`src/rtl/reg_if.sv`:
```
// rtl/reg_if.sv - PWM register interface: CTRL/STATUS/SCRATCH/ID with registered read data
// Single-cycle write/read bus; status_in is mirrored through one register stage.
module reg_if #(
  parameter logic [31:0] CTRL_RST = 32'h0000_0000,
  parameter logic [31:0] ID_VALUE = 32'h5057_4D01
) (
  input  logic        clk,
  input  logic        reset_n,
  input  logic [7:0]  addr,
  input  logic [31:0] wdata,
  input  logic        wen,
  input  logic        ren,
  output logic [31:0] rdata,
  output logic [31:0] ctrl,
  input  logic [31:0] status_in,
  output logic [31:0] status
);

  localparam logic [7:0] ADDR_CTRL    = 8'h00;
  localparam logic [7:0] ADDR_STATUS  = 8'h04;
  localparam logic [7:0] ADDR_SCRATCH = 8'h08;
  localparam logic [7:0] ADDR_ID      = 8'h0C;

  logic [31:0] r_ctrl;
  logic [31:0] r_scratch;
  logic [31:0] r_status;
  logic [31:0] r_rdata;
  logic [31:0] w_rd_mux;

  // Read mux sees pre-edge register values, so a same-cycle write+read returns old data.
  always_comb begin
    w_rd_mux = 32'h0;
    case (addr)
      ADDR_CTRL:    w_rd_mux = r_ctrl;
      ADDR_STATUS:  w_rd_mux = r_status;
      ADDR_SCRATCH: w_rd_mux = r_scratch;
      ADDR_ID:      w_rd_mux = ID_VALUE;
      default:      w_rd_mux = 32'h0;
    endcase
  end

  // reset_n is active-high in this codebase despite its name.
  always_ff @(posedge clk or posedge reset_n) begin
    if (reset_n) begin
      r_ctrl    <= CTRL_RST;
      r_scratch <= 32'h0;
      r_status  <= 32'h0;
      r_rdata   <= 32'h0;
    end else begin
      r_status <= status_in;
      if (wen) begin
        case (addr)
          ADDR_CTRL:    r_ctrl    <= wdata;
          ADDR_SCRATCH: r_scratch <= wdata;
          default:      ;
        endcase
      end
      if (ren) begin
        r_rdata <= w_rd_mux;
      end
    end
  end

  assign rdata  = r_rdata;
  assign ctrl   = r_ctrl;
  assign status = r_status;

endmodule

```
`config.mk`:
```
export PLATFORM = sky130hd
export DESIGN_NAME = reg_if
export DESIGN_NICKNAME = d
export VERILOG_FILES = /design/src/rtl/reg_if.sv
export SDC_FILE = /design/constraint.sdc
export NUM_CORES = 1
export LEC_CHECK = 0
export BUFFER_PORTS_ARGS = -buffer_cell sky130_fd_sc_hd__buf_4
export CORE_MARGIN = 8
export CORE_UTILIZATION = 56
export CTS_BUF_LIST = sky130_fd_sc_hd__clkbuf_4 sky130_fd_sc_hd__clkbuf_8
export CTS_CLUSTER_SIZE = 10
export DETAILED_ROUTE_END_ITERATION = 6
export PLACE_DENSITY_LB_ADDON = 0.1
export SETUP_SLACK_MARGIN = 0.4
export SLEW_MARGIN = 10
export SYNTH_ARGS = -nofsm -noshare
export SYNTH_HDL_FRONTEND = slang
export SYNTH_SLANG_ARGS = --single-unit
```
`constraint.sdc`:
```
create_clock -name clk -period 6.4 [get_ports clk]
set_clock_uncertainty 0.1 [all_clocks]
set_input_delay 0.64 -clock clk [delete_from_list [all_inputs] [get_ports clk]]
set_output_delay 0.64 -clock clk [all_outputs]
set_load 0.02 [all_outputs]
```
After elaboration in Yosys (flattened, before gate mapping). Cells that the tools add are included.

Logic and storage cells: 11. Memories: 0. Register bits after elaboration: 128. Bits in writable memories: 0. Latch bits: 0. Bits in read-only memories: 0. Output and inout bits: 96.

Equal/unequal tests: 3. Muxes and demuxes: 1. Reduce and logical (&&, ||, !) cells: 3. Add/sub/neg operators: 0. Magnitude comparators: 0. Bitwise operators: 0. Shift-type cells: 0. Div/mod/pow operators: 0. Multiply operators: 0.

Operator list (count): one-hot mux 32 bit (4 select lines) (1); equality test 8 x 4 -> 1 bit, second input constant (2); equality test 8 x 3 -> 1 bit, second input constant (1); logical NOT 8 bit (1); AND reduction 2 bit (2).

Longest topological paths before layout. Gate-level depths: netlist of run 1.

Depth after elaboration: 2. Mapped depth: 5.

Least setup slack after synthesis of run 1. Ideal clock, no wire load.

Path type: input to register. Start: input addr[1]. End: register r_ctrl[0] (netlist: ctrl[0]). Setup slack: 4.475 ns. Arrival time: 1.700 ns. Cell stages on the path: 4. Path through: nor4_4 nand4_4 buf_6 mux2_4.

Cells in the longest elaborated chain, start to end: 2.

Ends and longest elaborated chain: start, declared (line 9) `input logic [7:0] addr,`; logical NOT 8 bit (line 52) `case (addr)`; AND reduction 2 bit (no line); end signal, assigned (line 53) `ADDR_CTRL: r_ctrl <= wdata;`; end, declared (line 24) `logic [31:0] r_ctrl;`.

No other way between the ends. A chain may end at the register's enable or synchronous reset.

Final worst setup path of run 1.
Start: input addr[3]. End: register r_scratch[2].

Cells in the longest elaborated chain, start to end: 2.

Ends and longest elaborated chain: equality test 8 x 4 -> 1 bit (line 52); AND reduction 2 bit (no line); end signal, assigned (line 54) `ADDR_SCRATCH: r_scratch <= wdata;`; end, declared (line 25) `logic [31:0] r_scratch;`.

No other way between the ends.

==> run metrics, run 1 <==
outcome=completed; Pre-antenna DRT Iters=4; post-route ant nets=0; mux share of post-synthesis cell area=23.4%; layout cells sized above 1=53.4%; worst stage delay on the critical path=970 ps; RSZ-0062 raised after global routing=false; crit path kind=in2reg; Routability Congestion=0.754; simple-gate share of the synthesized area=1.70%; Inserted Diodes=0; Filler cells=605; CTS tree=yes; remaining routing DRC violations=0; post-synthesis adder-cell area fraction=0%; DIE AREA=0.0127 mm²; synthesized flop and latch total=128; final non-filler cell total=643; Post-CTS Setup Bufs=0; critical path arrival=3290 ps; Slew headroom=25.8%; Placed Instances=613; post-CTS resize count=0; Vias=3530; Synthesis Warnings=0; Synth Cell Area=0.00523 mm²; Pleak=3.65 nW; Max Cap Viol=0; routed vias/inst=5.49; Synth Net Count=429; critical path peak fanout=35; Critical-path top delay cell=nor2b_2; die height=113 µm; CTS max path bufs=2; total grt overflow=0; Hold Fails Final Rpt=0; Compound-Gate Fraction of Synth Area=8.62%; global-route wire length before repair=21600 µm; HP Class=in2reg; post-detail-place hpwl=8870 µm; Least-Margin Pin Slew=1110 ps; GRT Util Overall=21.8%; DR WL/cell=20.8 µm; Tcrit/Tclk final=48.1%; Post-Synth XOR/XNOR Area=0%; Starting Density=57.1%; core footprint=0.00915 mm²; total wire length=13400 µm; DIE WIDTH=113 µm; Area growth syn-to-layout=32.9%; Crit. End Element=flip-flop; setup TNS=0 ps; register area share after synthesis=61.3%; Syn Area/Cell=14.8 µm²; port buffer count=171; DR iter-0 viols=151; worst endpoint required time=6610 ps; Skew-Pair Late Insertion Delay=440 ps; Tmin final=3080 ps; antenna violations before repair=0; Fmax achieved=325 MHz; CP Launch Type=input port; I/O pin count=172; peak supply drop=0.157 mV; CTS root buf=clkbuf_8; pre-CTS setup slack=2900 ps; CTS Hold Bufs=0; # rows=35; vias in the first global route=4077; TritonCTS Buffers=17; final number of max-transition violations=0; post-synthesis cell count=353; Cell Chain, Critical Path=buf_4 > nor2b_2 > nand4_4 > mux2_4; PnR worst setup slack=3320 ps; count of final setup violators=0; Sink Count=128; main combinational cell family by area after synthesis=multiplexers; Power per Cell Area=257 mW/mm²; Worst-path clk slew=70 ps; Unique masters post-synth=17; Final nets=597; H-tree Lvls=4; largest net degree at the start of global routing=72
==> area by class of cell <==
cell class / count / area [µm²] / share of cell area, %
Timing Repair Buffer: 173 / 1300 / 18.7
Tap cell: 111 / 139 / 2.00
Multi-Input combinational cell: 168 / 1760 / 25.4
Clock inverter: 6 / 105 / 1.51
Clock buffer: 24 / 312 / 4.48
Sequential cell: 128 / 3200 / 46.1
Inverter: 33 / 126 / 1.82
==> Yosys cell counts <==
cell	number	area, µm²
a2bb2oi_1	20	175
buf_1	2	7.51
buf_2	4	20.0
buf_6	6	67.6
clkbuf_1	12	45.0
dfrtp_1	128	3200
inv_1	33	124
mux2_2	32	360
mux2_4	44	661
mux2i_1	20	200
nand2b_1	1	6.26
nand3_1	1	5.00
nand4_4	2	42.5
nor2_1	2	7.51
nor2b_1	1	6.26
nor4_4	1	21.3
o22ai_1	44	275
==> final timing paths <==
kind,startpoint,to,slack (ps),cells past startpoint
setup / recovery,addr[3],r_scratch[2],3320,4
hold / removal,status_in[14],status[14],200,1
setup reg to reg,ctrl[0],rdata[0],5210,3
hold reg to reg,r_scratch[25],r_scratch[25],410,1
max in group asynchronous,reset_n,status[11],4630,3
min in group asynchronous,reset_n,ctrl[22],210,2
==> sequential cells by signal, indices dropped and copies added (netlist names) <==
signal and cells:
status 32, r_scratch 32, ctrl 32, rdata 32
==> layer usage <==
metal  share of wire (%)  global-route usage, %  vias up
met1                  41                   25.0     1790
met2                  50                   36.0      125
met4                 1.7                   8.27        0
met5                   0                      0        -
li1                    -                      -     1593
met3                 7.5                   8.70       22
==> worst max-delay path, delay by kind of cell <==
family / cells / cell delay [ps]
mux: 1 / 540
buf+inv: 1 / 350
simple gates: 2 / 1730
==> power breakdown <==
group	switching [mW]	internal, mW
Clock	0.297	0.434
Combinational	0.0954	0.0999
Sequential	0.0201	0.839
Total	0.413	1.37
==> logic make-up after synthesis <==
logic type             count (synthesis)
and+or+nand+nor                        8
muxes                                 96
buffers and inverters                 57
DFF                                  128
AOI/OAI and AO/OA                     64
==> cell usage in the layout (no fill, tap or decap), types with 2 or more instances in the layout <==
master     count
a2bb2oi_1     20
mux2i_1       20
nand4_4        2
inv_1         32
nor2_1         2
mux2_2        32
buf_4        173
dfrtp_1      128
clkbuf_8      21
o22ai_1       44
clkinv_2       3
bufinv_16      3
clkbuf_4       3
mux2_4        44
==> metrics by stage <==
step,power [mW],instance area (µm²),util (%),hold slack (ps)
floorplan,0.976,5230,-,380
global placement,1.07,6530,71.3,389
detailed placement,1.07,6530,71.3,392
CTS,1.80,6950,75.9,175
global route,1.85,6950,75.9,178
finish,1.79,6950,75.9,203
(Power assumes the default switching activity.)
==> inputs of run 2 (changes only) <==
- CORE_UTILIZATION: 56 -> 52
- clock period: 6.4 -> 3 ns (I/O delays scaled with it)
==> run 2 against run 1 <==
Effect of this change: critical path depth unchanged; critical path type unchanged; sequential power up 110%; setup slack worse by 2200 ps; utilization up 2.0 points; sequential share of layout area down 4.0 points; combinational power rose to 2.6 times the previous value; non-clock buffer count up 68; die area up 6.6%; register-to-register slack worse by 3400 ps; largest cell class unchanged; highest routed layer unchanged; first-iteration DRC count up 15%.
==> run metrics, run 2 (synthesis results as in run 1) <==
GRT Util Overall=23.0% (+1.2 points); Vias=3863 (+9.4%); Tcrit/Tclk final=63.5%; FF-to-FF path depth=3 (unchanged); Pre-antenna DRT Iters=4 (unchanged); CP Launch Point=addr[3]; Critical Path End=r_scratch[6]; HP Class=in2reg; vias in the first global route=4354 (+6.8%); DIE AREA=0.0135 mm² (+6.6%); RSZ-0062 raised after global routing=false; post-route ant nets=0 (unchanged); most frequent cells in the layout=buf_4 (174), dfrtp_1 (128), dlygate4sd3_1 (65); Tmin final=1900 ps; GR Util met2=37.0% (+1.0 points); crit path kind=in2reg; count of final setup violators=0 (unchanged); Top delay family on crit path=simple AND/OR/NAND/NOR gates; DIE WIDTH=116 µm (+3.2%); core footprint=0.00977 mm² (+6.8%); gr busiest metal=met2; Worst R2R Start=ctrl[2]; Max Cap Viol=0 (unchanged); placed inst area=0.00661 mm² (+1.2%); post-detail-place hpwl=9160 µm (+3.3%); CP Launch Type=input port; DR WL/cell=20.4 µm (-2.2%); I/O pin count=172 (unchanged); layout cells sized above 1=47.8% (-5.6 points); Inserted Diodes=0 (unchanged); total wire length=14900 µm (+11%); antenna violations before repair=0 (unchanged); # rows=36 (+2.9%); Starting Density=53.5% (-3.6 points); Finished Cell Area=0.00761 mm² (+9.5%); Final nets=665 (+11%); outcome=completed; critical path peak fanout=35 (unchanged); R2R setup slack=1810 ps (-3400 ps); CTS root buf=clkbuf_8; Hold Fails Final Rpt=0 (unchanged); Crit. End Element=flip-flop; CP Buf/Inv Count=1 (unchanged); Worst-path clk slew=70 ps (about the same); Skew-Pair Late Insertion Delay=430 ps (about the same); post-CTS resize count=0 (unchanged); total power draw=3.66 mW (+100%); total grt overflow=0 (unchanged); H-tree Lvls=4 (unchanged); Least-Margin Pin Slew=765 ps (-343 ps); remaining routing DRC violations=0 (unchanged); peak supply drop=0.462 mV (+190%); die height=116 µm (+3.2%); reg2reg end=rdata[2]; worst stage delay on the critical path=620 ps (-350 ps); port buffer count=171 (unchanged); CTS tree=yes; Power per Cell Area=481 mW/mm² (+87%); Sink Count=128 (unchanged); worst endpoint required time=3210 ps (-3400 ps); routed vias/inst=5.28 (-3.7%); global-route wire length before repair=23400 µm (+8.3%); Levels on crit path=4 (unchanged); Routability Congestion=0.730 (-3.1%); CTS max path bufs=2 (unchanged); critical path arrival=2120 ps (-1170 ps); Fmax achieved=525 MHz; GR Util met1=27.0% (+2.0 points); Area growth syn-to-layout=45.6%; Pleak=3.91 nW (+7.1%); DR iter-0 viols=174 (+15%); Slew headroom=48.9% (+23 points); Cell Chain, Critical Path=buf_4 > nor2b_2 > nand4_4 > mux2_4; largest net degree at the start of global routing=129 (+79%); GR Layer Usage met3=9.36% (+0.66 points); commonest non-fill, non-tap cell in the layout=buf_4; TritonCTS Buffers=17 (unchanged); Critical-path top delay cell=nand4_4; setup TNS=0 ps (unchanged); final number of max-transition violations=0 (unchanged)
==> run 2: cell count changes in the layout (fill, tap and decap cells not counted) <==
cell,change
clkinv_2,-3
buf_12,+2
inv_4,-1
clkbuf_8,+1
dlygate4sd3_1,+65
bufinv_16,-3
clkinvlp_4,+1
nand3_1,-1
buf_4,+1
clkbuf_4,+3
nand3_2,+1
==> run 2: power by group <==
part / total, mW / internal [mW] / switching, mW
clock: 1.33 / 0.720 / 0.607
combinational: 0.498 / 0.272 / 0.226
sequential: 1.84 / 1.79 / 0.0442
==> run 2: cell type report <==
type	instances	area [µm²]
inverters	33	128
clock buffers	28	348
well taps	133	166
fillers	600	2160
multi-input cells	168	1770
repair buffers	241	2000
flip-flops and latches	128	3200
==> run 2: worst min path at each step <==
stage / start / endpoint / cells past startpoint
after global placement: status_in[30] / status[30] / 1
after floorplan: status_in[0] / status[0] / 0
after detailed placement: status_in[23] / status[23] / 1
final: ren / rdata[7] / 2
after global routing: ren / rdata[1] / 2
after CTS: ren / rdata[7] / 2
==> run 2: through the flow <==
stage | hold slack [ps] | cells | setup WS, ps | utilization, %
floorplan | 231 | 353 | 1020 | -
global placement | 309 | 638 | 666 | 67.6
detailed placement | 310 | 638 | 607 | 67.6
CTS | 244 | 731 | 1080 | 77.9
global route | 248 | 731 | 1020 | 77.9
finish | 272 | 731 | 1100 | 77.9
==> run 2: repair_timing <==
| action | in CTS | in global routing |
|---|---|---|
| setup endpoints to repair | 0 | 0 |
| hold buffers | 65 | 0 |
| setup buffers | 0 | 0 |
| hold endpoints to repair | 114 | 0 |
==> run 2: layer usage <==
metal  vias to the layer above  wire [µm]
met4                         0        227
met3                        20       1310
li1                       1732          -
met5                         -          0
met1                      1964       5960
met2                       147       7380
